<file path="src/rtl/load_use_dest_pipeline_if.sv">
// ---------------------------------------------------------------------------
// load_use_dest_pipeline_if
// Bundles the ID-stage inputs and the forwarding-facing pipeline fields of
// load_use_dest_pipeline into one interface.
//
// Signals
//   id_valid, id_rs, id_rt, id_uses_rt, id_dst,
//   id_reg_write, id_mem_read, flush            : ID-stage side (master drives)
//   stall                                       : hold PC and IF/ID this cycle
//   ID_EX_Rs/Rt/Rd, ID_EX_MemRead               : EX-stage fields
//   EX_MEM_Rd, EX_MEM_RegWrite                  : MEM-stage fields
//   MEM_WB_Rd, MEM_WB_RegWrite                  : WB-stage fields
//   stall_cnt                                   : saturating load-use stall count
//
// Modports
//   master : the ID stage / environment that feeds instructions
//   slave  : the pipeline block itself
// ---------------------------------------------------------------------------
interface load_use_dest_pipeline_if #(
   parameter int REG_ADDR_W = 5,
   parameter int CNT_W      = 16
);
   logic                  id_valid;
   logic [REG_ADDR_W-1:0] id_rs;
   logic [REG_ADDR_W-1:0] id_rt;
   logic                  id_uses_rt;
   logic [REG_ADDR_W-1:0] id_dst;
   logic                  id_reg_write;
   logic                  id_mem_read;
   logic                  flush;

   logic                  stall;
   logic [REG_ADDR_W-1:0] ID_EX_Rs;
   logic [REG_ADDR_W-1:0] ID_EX_Rt;
   logic [REG_ADDR_W-1:0] ID_EX_Rd;
   logic                  ID_EX_MemRead;
   logic [REG_ADDR_W-1:0] EX_MEM_Rd;
   logic                  EX_MEM_RegWrite;
   logic [REG_ADDR_W-1:0] MEM_WB_Rd;
   logic                  MEM_WB_RegWrite;
   logic [CNT_W-1:0]      stall_cnt;

   modport master (
      output id_valid, id_rs, id_rt, id_uses_rt, id_dst, id_reg_write, id_mem_read, flush,
      input  stall, ID_EX_Rs, ID_EX_Rt, ID_EX_Rd, ID_EX_MemRead,
             EX_MEM_Rd, EX_MEM_RegWrite, MEM_WB_Rd, MEM_WB_RegWrite, stall_cnt
   );

   modport slave (
      input  id_valid, id_rs, id_rt, id_uses_rt, id_dst, id_reg_write, id_mem_read, flush,
      output stall, ID_EX_Rs, ID_EX_Rt, ID_EX_Rd, ID_EX_MemRead,
             EX_MEM_Rd, EX_MEM_RegWrite, MEM_WB_Rd, MEM_WB_RegWrite, stall_cnt
   );
endinterface

</file>
<file path="src/rtl/load_use_dest_pipeline.sv">
// ---------------------------------------------------------------------------
// load_use_dest_pipeline
// Carries destination register and control bits through the ID/EX, EX/MEM
// and MEM/WB pipeline registers for the EX-stage forwarding unit, detects
// load-use hazards that forwarding cannot cover, stalls IF/ID for one cycle
// and inserts a bubble into ID/EX.
//
// Ports
//   clk    : rising-edge clock
//   rst_n  : asynchronous active-low reset
//   bus    : load_use_dest_pipeline_if.slave (ID inputs, stall, stage fields,
//            stall_cnt)
// ---------------------------------------------------------------------------
module load_use_dest_pipeline #(
   parameter int REG_ADDR_W = 5,
   parameter int CNT_W      = 16
) (
   input  logic                     clk,
   input  logic                     rst_n,
   load_use_dest_pipeline_if.slave  bus
);

   logic [REG_ADDR_W-1:0] r_idExRs;
   logic [REG_ADDR_W-1:0] r_idExRt;
   logic [REG_ADDR_W-1:0] r_idExRd;
   logic                  r_idExMemRead;
   logic                  r_idExRegWrite;
   logic [REG_ADDR_W-1:0] r_exMemRd;
   logic                  r_exMemRegWrite;
   logic [REG_ADDR_W-1:0] r_memWbRd;
   logic                  r_memWbRegWrite;
   logic [CNT_W-1:0]      r_stallCnt;

   logic                  w_hazard;
   logic                  w_stall;
   logic                  w_bubble;
   logic                  w_capRegWrite;
   logic                  w_capMemRead;
   logic                  w_cntSat;

   // A load sitting in EX cannot forward to the instruction in ID, because its
   // data only exists after MEM. If the ID instruction reads that register,
   // it must wait one cycle; afterwards MEM/WB forwarding covers it. The
   // $0 guard keeps a "load to $0" from ever stalling anything.
   always_comb begin
      w_hazard = r_idExMemRead && r_idExRegWrite && (r_idExRd != '0) && bus.id_valid &&
                 ((r_idExRd == bus.id_rs) || (bus.id_uses_rt && (r_idExRd == bus.id_rt)));
      w_stall  = w_hazard && !bus.flush;
      w_bubble = bus.flush || w_stall;
   end

   // Control bits are qualified at capture so a write to $0 never shows up as
   // RegWrite downstream and the forwarding unit can never match on $0.
   always_comb begin
      w_capRegWrite = bus.id_valid && bus.id_reg_write && (bus.id_dst != '0);
      w_capMemRead  = bus.id_valid && bus.id_mem_read;
      w_cntSat      = (r_stallCnt == {CNT_W{1'b1}});
   end

   // ID/EX register: a squash and a load-use stall both turn into a bubble
   // (all fields cleared); otherwise the ID instruction moves into EX. During
   // a stall the upstream stage holds its inputs, so the same instruction is
   // offered again on the following cycle.
   always_ff @(posedge clk or negedge rst_n) begin
      if (!rst_n) begin
         r_idExRs       <= '0;
         r_idExRt       <= '0;
         r_idExRd       <= '0;
         r_idExMemRead  <= 1'b0;
         r_idExRegWrite <= 1'b0;
      end else if (w_bubble) begin
         r_idExRs       <= '0;
         r_idExRt       <= '0;
         r_idExRd       <= '0;
         r_idExMemRead  <= 1'b0;
         r_idExRegWrite <= 1'b0;
      end else begin
         r_idExRs       <= bus.id_rs;
         r_idExRt       <= bus.id_rt;
         r_idExRd       <= bus.id_dst;
         r_idExMemRead  <= w_capMemRead;
         r_idExRegWrite <= w_capRegWrite;
      end
   end

   // EX/MEM and MEM/WB never stall: whatever is in the stage ahead simply
   // moves down one slot every cycle, bubbles included.
   always_ff @(posedge clk or negedge rst_n) begin
      if (!rst_n) begin
         r_exMemRd       <= '0;
         r_exMemRegWrite <= 1'b0;
         r_memWbRd       <= '0;
         r_memWbRegWrite <= 1'b0;
      end else begin
         r_exMemRd       <= r_idExRd;
         r_exMemRegWrite <= r_idExRegWrite;
         r_memWbRd       <= r_exMemRd;
         r_memWbRegWrite <= r_exMemRegWrite;
      end
   end

   // Count cycles lost to load-use stalls. The counter sticks at all-ones
   // rather than wrapping, so a large reading is never mistaken for a small one.
   always_ff @(posedge clk or negedge rst_n) begin
      if (!rst_n) begin
         r_stallCnt <= '0;
      end else if (w_stall && !w_cntSat) begin
         r_stallCnt <= r_stallCnt + {{(CNT_W-1){1'b0}}, 1'b1};
      end
   end

   assign bus.stall           = w_stall;
   assign bus.ID_EX_Rs        = r_idExRs;
   assign bus.ID_EX_Rt        = r_idExRt;
   assign bus.ID_EX_Rd        = r_idExRd;
   assign bus.ID_EX_MemRead   = r_idExMemRead;
   assign bus.EX_MEM_Rd       = r_exMemRd;
   assign bus.EX_MEM_RegWrite = r_exMemRegWrite;
   assign bus.MEM_WB_Rd       = r_memWbRd;
   assign bus.MEM_WB_RegWrite = r_memWbRegWrite;
   assign bus.stall_cnt       = r_stallCnt;

endmodule
</file>
<file path="src/flat_wrapper.sv">
// flat-port wrapper written by rule: the top's interface ports become plain ports
module load_use_dest_pipeline_flat 
#(
   parameter int REG_ADDR_W = 5,
   parameter int CNT_W      = 16
)
  (clk, rst_n, bus_id_valid, bus_id_rs, bus_id_rt, bus_id_uses_rt, bus_id_dst, bus_id_reg_write, bus_id_mem_read, bus_flush, bus_stall, bus_ID_EX_Rs, bus_ID_EX_Rt, bus_ID_EX_Rd, bus_ID_EX_MemRead, bus_EX_MEM_Rd, bus_EX_MEM_RegWrite, bus_MEM_WB_Rd, bus_MEM_WB_RegWrite, bus_stall_cnt);
  load_use_dest_pipeline_if #(.REG_ADDR_W(REG_ADDR_W), .CNT_W(CNT_W)) bus_i ();
  input  logic clk;
  input  logic rst_n;
  input wire logic [$bits(bus_i.id_valid)-1:0] bus_id_valid;
  input wire logic [$bits(bus_i.id_rs)-1:0] bus_id_rs;
  input wire logic [$bits(bus_i.id_rt)-1:0] bus_id_rt;
  input wire logic [$bits(bus_i.id_uses_rt)-1:0] bus_id_uses_rt;
  input wire logic [$bits(bus_i.id_dst)-1:0] bus_id_dst;
  input wire logic [$bits(bus_i.id_reg_write)-1:0] bus_id_reg_write;
  input wire logic [$bits(bus_i.id_mem_read)-1:0] bus_id_mem_read;
  input wire logic [$bits(bus_i.flush)-1:0] bus_flush;
  output wire logic [$bits(bus_i.stall)-1:0] bus_stall;
  output wire logic [$bits(bus_i.ID_EX_Rs)-1:0] bus_ID_EX_Rs;
  output wire logic [$bits(bus_i.ID_EX_Rt)-1:0] bus_ID_EX_Rt;
  output wire logic [$bits(bus_i.ID_EX_Rd)-1:0] bus_ID_EX_Rd;
  output wire logic [$bits(bus_i.ID_EX_MemRead)-1:0] bus_ID_EX_MemRead;
  output wire logic [$bits(bus_i.EX_MEM_Rd)-1:0] bus_EX_MEM_Rd;
  output wire logic [$bits(bus_i.EX_MEM_RegWrite)-1:0] bus_EX_MEM_RegWrite;
  output wire logic [$bits(bus_i.MEM_WB_Rd)-1:0] bus_MEM_WB_Rd;
  output wire logic [$bits(bus_i.MEM_WB_RegWrite)-1:0] bus_MEM_WB_RegWrite;
  output wire logic [$bits(bus_i.stall_cnt)-1:0] bus_stall_cnt;
  assign bus_i.id_valid = bus_id_valid;
  assign bus_i.id_rs = bus_id_rs;
  assign bus_i.id_rt = bus_id_rt;
  assign bus_i.id_uses_rt = bus_id_uses_rt;
  assign bus_i.id_dst = bus_id_dst;
  assign bus_i.id_reg_write = bus_id_reg_write;
  assign bus_i.id_mem_read = bus_id_mem_read;
  assign bus_i.flush = bus_flush;
  assign bus_stall = bus_i.stall;
  assign bus_ID_EX_Rs = bus_i.ID_EX_Rs;
  assign bus_ID_EX_Rt = bus_i.ID_EX_Rt;
  assign bus_ID_EX_Rd = bus_i.ID_EX_Rd;
  assign bus_ID_EX_MemRead = bus_i.ID_EX_MemRead;
  assign bus_EX_MEM_Rd = bus_i.EX_MEM_Rd;
  assign bus_EX_MEM_RegWrite = bus_i.EX_MEM_RegWrite;
  assign bus_MEM_WB_Rd = bus_i.MEM_WB_Rd;
  assign bus_MEM_WB_RegWrite = bus_i.MEM_WB_RegWrite;
  assign bus_stall_cnt = bus_i.stall_cnt;
  load_use_dest_pipeline #(.REG_ADDR_W(REG_ADDR_W), .CNT_W(CNT_W)) u_core (.clk(clk), .rst_n(rst_n), .bus(bus_i));
endmodule
</file>
<file path="config.mk">
export PLATFORM = sky130hd
export DESIGN_NAME = load_use_dest_pipeline_flat
export DESIGN_NICKNAME = d
export VERILOG_FILES = /design/src/rtl/load_use_dest_pipeline_if.sv /design/src/rtl/load_use_dest_pipeline.sv /design/src/flat_wrapper.sv
export SDC_FILE = /design/constraint.sdc
export NUM_CORES = 1
export LEC_CHECK = 0
export CAP_MARGIN = 30
export CORE_MARGIN = 4
export CORE_UTILIZATION = 40
export DETAILED_ROUTE_END_ITERATION = 10
export PLACE_DENSITY = 0.82
export SLEW_MARGIN = 20
export SYNTH_ARGS = -nofsm -noshare
export SYNTH_HDL_FRONTEND = slang
export SYNTH_SLANG_ARGS = --single-unit
</file>
<file path="constraint.sdc">
create_clock -name clk -period 1.7 [get_ports clk]
set_input_delay 0.17 -clock clk [delete_from_list [all_inputs] [get_ports clk]]
set_output_delay 0.17 -clock clk [all_outputs]
set_load 0.01 [all_outputs]
</file>
==> results of run 1 <==
worst paths after layout:
path / cells after the start / start / end / slack (ns)
worst max-delay path: 7 / u_core.bus.ID_EX_Rd[1]$_DFF_PN0_ / u_core.bus.stall_cnt[8]$_DFFE_PN0P_ / -0.06
worst min-delay path: 2 / rst_n / u_core.bus.ID_EX_Rs[3]$_DFF_PN0_ / 0.36
worst max register to register: 7 / u_core.bus.ID_EX_Rd[1]$_DFF_PN0_ / u_core.bus.stall_cnt[8]$_DFFE_PN0P_ / -0.06
worst min register to register: 0 / u_core.bus.EX_MEM_Rd[2]$_DFF_PN0_ / u_core.bus.MEM_WB_Rd[2]$_DFF_PN0_ / 0.38
max in group asynchronous: 3 / rst_n / u_core.bus.ID_EX_Rs[4]$_DFF_PN0_ / 0.84
min in group clk: 0 / u_core.bus.EX_MEM_Rd[2]$_DFF_PN0_ / u_core.bus.MEM_WB_Rd[2]$_DFF_PN0_ / 0.38
registers in the layout (all words and copies together), names as in the netlist:
name	cells
u_core.bus.ID_EX_MemRead	1
u_core.bus.stall_cnt	16
u_core.bus.ID_EX_Rd	5
u_core.bus.EX_MEM_Rd	5
u_core.r_idExRegWrite	1
u_core.bus.ID_EX_Rs	5
u_core.bus.MEM_WB_Rd	5
u_core.bus.EX_MEM_RegWrite	1
u_core.bus.MEM_WB_RegWrite	1
u_core.bus.ID_EX_Rt	5
layer usage:
layer	up-vias	part of all wire	GRT usage
met4	0	0.026	0.0874
met3	10	0.048	0.0396
li1	702	-	-
met1	743	0.42	0.216
met5	-	0	0
met2	46	0.51	0.304
synthesized netlist by cell type (4+ instances only):
cell	number	area, sq um
and2_1	17	106
dfrtp_1	45	1130
nand4_1	8	50.1
nor2_1	4	15.0
nand3_1	8	40.0
nand2_1	8	30.0
and3_1	4	25.0
xnor2_1	24	210
cells by family after synthesis:
logic type	count (synthesis)
simple gates	60
flops	45
xor+xnor	24
compound gates	6
buf+inv	4
mux	2
fa+ha+maj	1
timing repair:
action | in CTS | in global routing
pin swaps | 15 | 10
resized for setup | 26 | 17
endpoints found under the setup margin | 32 | 31
hold buffers | 1 | 0
endpoints found under the hold margin | 20 | 0
buffers inserted | 9 | 3
final cells by class:
class,instances,area share
well taps,52,0.0210
multi-input cells,93,0.264
inverters,1,0.00121
clock buffers,5,0.0222
repair buffers,104,0.318
clock inverters,3,0.00806
flip-flops and latches,45,0.365
per-stage QoR:
| stage | total power (W) | setup TNS, ns |
|---|---|---|
| floorplan | 0.00122 | 0 |
| global placement | 0.00139 | -4.58 |
| detailed placement | 0.00140 | -5.89 |
| CTS | 0.00211 | -0.140 |
| global route | 0.00220 | -2.96 |
| finish | 0.00212 | -0.569 |
worst max-delay path: cells and delay by family (launching register included):
kind / cells / cell delay, ns
xor+xnor: 1 / 0.15
simple gates: 2 / 0.18
compound gates: 2 / 0.55
buf+inv: 2 / 0.32
flops: 1 / 0.46
power groups by stage:
stage	combinational (W)	clock (W)	sequential, W
4_1_cts	0.000275	0.000709	0.00113
5_1_grt	0.000318	0.000746	0.00113
3_5_place_dp	0.000254	0	0.00114
2_1_floorplan	0.0000580	0	0.00116
6_report	0.000297	0.000700	0.00113
3_3_place_gp	0.000248	0	0.00114
==> results.toml, run 1 <==
[place]
dpl_worst_slack_ns = -0.365
dp_cells = 283
dp_hpwl_um = 3370
io_buffers = 66
placedInstanceArea_sq_um = 2750
gp_congestion = 0.803

[power_and_ir_drop]
p_clk_frac = 0.329
p_leak_nw = 1.35
cellPowerDensity_nw_per_um2 = 684
p_int_w = 0.00158
p_sw_frac = 0.256
vdd_drop_max_v = 0.000452
combPwrFrac = 0.140
seq_power_share = 0.531
switchingPower_w = 0.000544

[drt]
num_vias = 1501
routed_wirelength_um = 4970
viasPerCell = 4.95
postRouteAntennaNets = 0
routedWlPerCell_um = 16.4
firstDrtPassIters = 4
drt_iter0_drc = 159
drc = 0

[run_status]
violations = "negative setup slack"
status = "finished with violations"

[setup_path]
cp_max_fo = 8
required_ns = 1.90
crit_chain = "buf_4, nor3_4, a211o_4, a21oi_4, buf_6, nand4b_1, xnor2_1"
cp_slowest_cell = "dfrtp_2"
critPathCaptureType = "register"
slowest_delay_ns = 0.46
critPathKind = "register to register"
cp.arrival_ns = 1.96
critPathLaunchType = "register"

[grt]
grt_pass1_vias = 1609
grt_pass1_wl_um = 7640
antenna_found_initial = 0
grt-ovfl-total = 0
grt_max_degree = 26
grt_use_total = 0.180

[floorplanning]
die_area_sq_um = 5750
pin_count = 67
start_util = 0.417
rows = 24
die_y_um = 75.8
core_area_sq_um = 4410
dieWidth_um = 75.8

[clock_tree]
cts_inserted_buffers = 5
cts-root-buf = "clkbuf_8"
htree_levels = 2
cts_tree = "yes"
path_clk_slew_ns = 0.09
clock_latency_ns = 0.31
clkSinkCount = 45
clk_path_buf_depth = 2

[sta]
setup_violations = 25
fin_worst_skew_ns = 0.00836
hold_viol_final = 0
final.setup.worst_slack_ns = -0.0628
slew_headroom = 0.669
period_minus_slack_ns = 1.76
period_share = 1.04
max_freq_ghz = 0.567
rsz0062_at_grt = "yes"
slew_violations = 0
tightestPinTransition_ns = 0.497
whs_ns = 0.358

[finish]
final_nets = 273
multi_input_area_sq_um = 821
mostFrequentLayoutCell = "clkdlybuf4s50_1"
fin_util = 0.703
drive_gt1_frac = 0.319
most-common-layout-cells = "clkdlybuf4s50_1, dfrtp_1, buf_4"
seq_area_sq_um = 1130
antenna_cells = 0
design_area_sq_um = 3100
num-fill-cells = 303
layout.cells.non_filler = 303
area.growth.synth_to_final_pct = 68.7

[synth]
syn_avg_cell_area_sq_um = 13.0
synthMuxAreaShare = 0.0143
ys_types = 32
synthXorXnorAreaFrac = 0.114
synth_edf_count = 0
ys_ff_latch = 45
synthArstFlopShare = 1.00
synth_top_flop_cell = "dfrtp_1"
synthAdderAreaFrac = 0.00680
synthCells = 142
synth_area_sq_um = 1840
synth_top_family_by_area = "simple AND/OR/NAND/NOR gates"
yosysWarnings = 0
yosysSeqAreaShare = 0.612
synth_compound_area_frac = 0.0381
yosys.area_share.simple = 0.201
syn_nets = 165

[run]
max-cap-violations = 0

[worst_hold_path]
hold_path_class = "input port to async pin"
Note: power is estimated with default switching activity, not from simulation.
==> inputs of run 2 (changes only) <==
TNS_END_PERCENT = 100   (was unset)
==> results of run 2 <==
No change in the layout: final DEF, timing and power equal those of run 1.
==> patch: new RTL, config.mk and constraints of run 2 <==
`r_exMemRd` and `r_memWbRd` no longer have a reset.
--- a/src/rtl/load_use_dest_pipeline.sv
+++ b/src/rtl/load_use_dest_pipeline.sv
@@ -89,12 +89,13 @@
       if (!rst_n) begin
-         r_exMemRd       <= '0;
          r_exMemRegWrite <= 1'b0;
-         r_memWbRd       <= '0;
          r_memWbRegWrite <= 1'b0;
       end else begin
-         r_exMemRd       <= r_idExRd;
          r_exMemRegWrite <= r_idExRegWrite;
-         r_memWbRd       <= r_exMemRd;
          r_memWbRegWrite <= r_exMemRegWrite;
       end
+   end
+
+   always_ff @(posedge clk) begin
+      r_exMemRd <= r_idExRd;
+      r_memWbRd <= r_exMemRd;
    end
Check against the original RTL: differs if rst_n is asserted again (counterexample within 4 cycles, from zero or initial values and one cycle with rst_n low); with rst_n held inactive, the same outputs for 10 cycles.
==> patch against run 2 <==
The run still ends with negative setup slack left; routed wire length shrank 10%; sequential cell count did not move; final cell count down 1.7%; power fell by 0.64%; worst setup slack improved by 0.015 ns; synthesized area fell by 2.7%; final area down 5.2%; synthesized cell count unchanged; largest cell class unchanged.
==> patch: results (changes against run 2) <==
- Outcome: finished, violations left (unchanged)
- Violated checks: negative setup slack (unchanged)
- Total Neg Setup Slack: -0.178 ns (was -0.569 ns)
- Hold WS: 0.277 ns (was 0.358 ns)
- Initial DRC Count: 53 (was 159)
- Slew headroom: 0.695 (was 0.669)
- Via-per-instance ratio: 4.79 (was 4.95)
- Synth Net Count: 165 (unchanged)
- Worst skew pair latency: ~0.3 ns
- GR Util All Layers: 0.162 (was 0.180)
- Share of layout cells above drive strength 1: 0.260 (was 0.319)
- Synth unique cells: 33 (was 32)
- Largest fanout on the critical path: 4 (was 8)
- Fill cell count: 324 (was 303)
- Synth top cells by count: dfrtp_1, xnor2_1, and2_1 (unchanged)
- Slowest cell on the critical path: dfrtp_1 (was dfrtp_2)
- VDD IR max: 0.410 mV (was 0.452 mV)
- Async SR Flop Fraction: 0.778 (was 1.00)
- Hold Path Class: in2async (unchanged)
- Leak: 1.28 nW (was 1.35 nW)
- Nets: 268 (was 273)
- Initial antenna violation count: 0 (unchanged)
- Routed WL: 4.46 mm (was 4.97 mm)
- Vias in the first global route: 1435 (was 1609)
- Final worst slack: -0.0481 ns (was -0.0628 ns)
- Gp weighted congestion: 0.811 (was 0.803)
- First-pass GRT wire length: 6.69 mm (was 7.64 mm)
- Post-DP HPWL: 3.30 mm (was 3.37 mm)
- Most area-consuming cells after synthesis: dfrtp_1, xnor2_1, dfxtp_1 (was dfrtp_1, xnor2_1, and2_1)
- Arr. time, crit path: 1.58 ns (was 1.96 ns)
- Register area share after synthesis: 0.601 (was 0.612)
- Reg2reg end: u_core.bus.stall_cnt[8] (unchanged)
- H-tree Lvls: 2 (unchanged)
- Setup Skew: 0.0115 ns (was 0.00836 ns)
- Final setup viols: 10 (was 25)
- Reg2reg start: u_core.bus.ID_EX_Rd[3] (was u_core.bus.ID_EX_Rd[1])
- Worst R2R Setup Slack: -0.03 ns (was -0.06 ns)
- Largest net degree at the start of global routing: 36 (was 26)
patch: cell types whose count changed after synthesis:
cell	run 2	this run
dfxtp_1	0	10
dfrtp_1	45	35
patch: timing repair:
item	in CTS	in global routing
resized for setup	6	19
gates cloned	0	0
pin swaps	6	15
buffers inserted	1	3
setup endpoints to repair	18	34
patch: final cells by class:
class | instances | area share
clock buffer | 6 | 0.0281
sequential | 45 | 0.367
timing repair buffer | 99 | 0.318
inverter | 1 | 0.00128
tap | 52 | 0.0221
multi-input combinational | 93 | 0.257
clock inverter | 2 | 0.00595
patch: cells by family after synthesis:
group | synth area share
AO/OA/AOI/OAI | 0.0391
XOR/XNOR | 0.117
adder cells (fa/ha/maj) | 0.00699
buffers and inverters | 0.0140
flip-flops | 0.601
multiplexers | 0.0147
AND/OR/NAND/NOR | 0.207
patch: metal layers:
layer | global-route usage | vias to the layer above | part of all wire
met2 | 0.273 | 40 | 0.50
met1 | 0.193 | 682 | 0.42
met5 | 0 | - | 0
li1 | - | 695 | -
met4 | 0.0771 | 0 | 0.028
met3 | 0.0401 | 10 | 0.049
patch: worst max-delay path, delay by kind of cell, from the launching register on:
kind,cells,cell delay [ns]
compound gates,1,0.15
flops,1,0.45
buf+inv,1,0.14
xor+xnor,1,0.19
simple gates,3,0.33
patch: worst max path at each step:
stage                               end  slack, ns  cells past startpoint               startpoint
6_report                      bus_stall      -0.05                      6   u_core.bus.ID_EX_Rd[2]
5_1_grt                       bus_stall      -0.17                      6   u_core.bus.ID_EX_Rd[2]
4_1_cts        u_core.bus.stall_cnt[14]      -0.05                      6   u_core.bus.ID_EX_Rd[3]
3_3_place_gp                  bus_stall      -0.27                      7             bus_id_rs[3]
2_1_floorplan  u_core.bus.stall_cnt[14]      0.004                      6  u_core.bus.stall_cnt[0]
3_5_place_dp                  bus_stall      -0.33                      7             bus_id_rs[3]
patch: metrics by stage:
step	total power [mW]	area (sq um)	std cells	setup slack, ns	utilization
after floorplan	1.22	1790	142	0.00431	-
after global placement	1.39	2730	286	-0.273	0.626
after detailed placement	1.40	2730	286	-0.328	0.626
after CTS	2.11	2830	295	-0.0547	0.651
after global routing	2.19	2940	298	-0.171	0.676
final	2.11	2940	298	-0.0481	0.676
patch: where the power goes:
group	internal [mW]	leakage (nW)	switching [mW]	total, mW
clock network	0.338	0.0518	0.376	0.714
logic	0.166	0.680	0.109	0.275
registers	1.10	0.550	0.0212	1.12
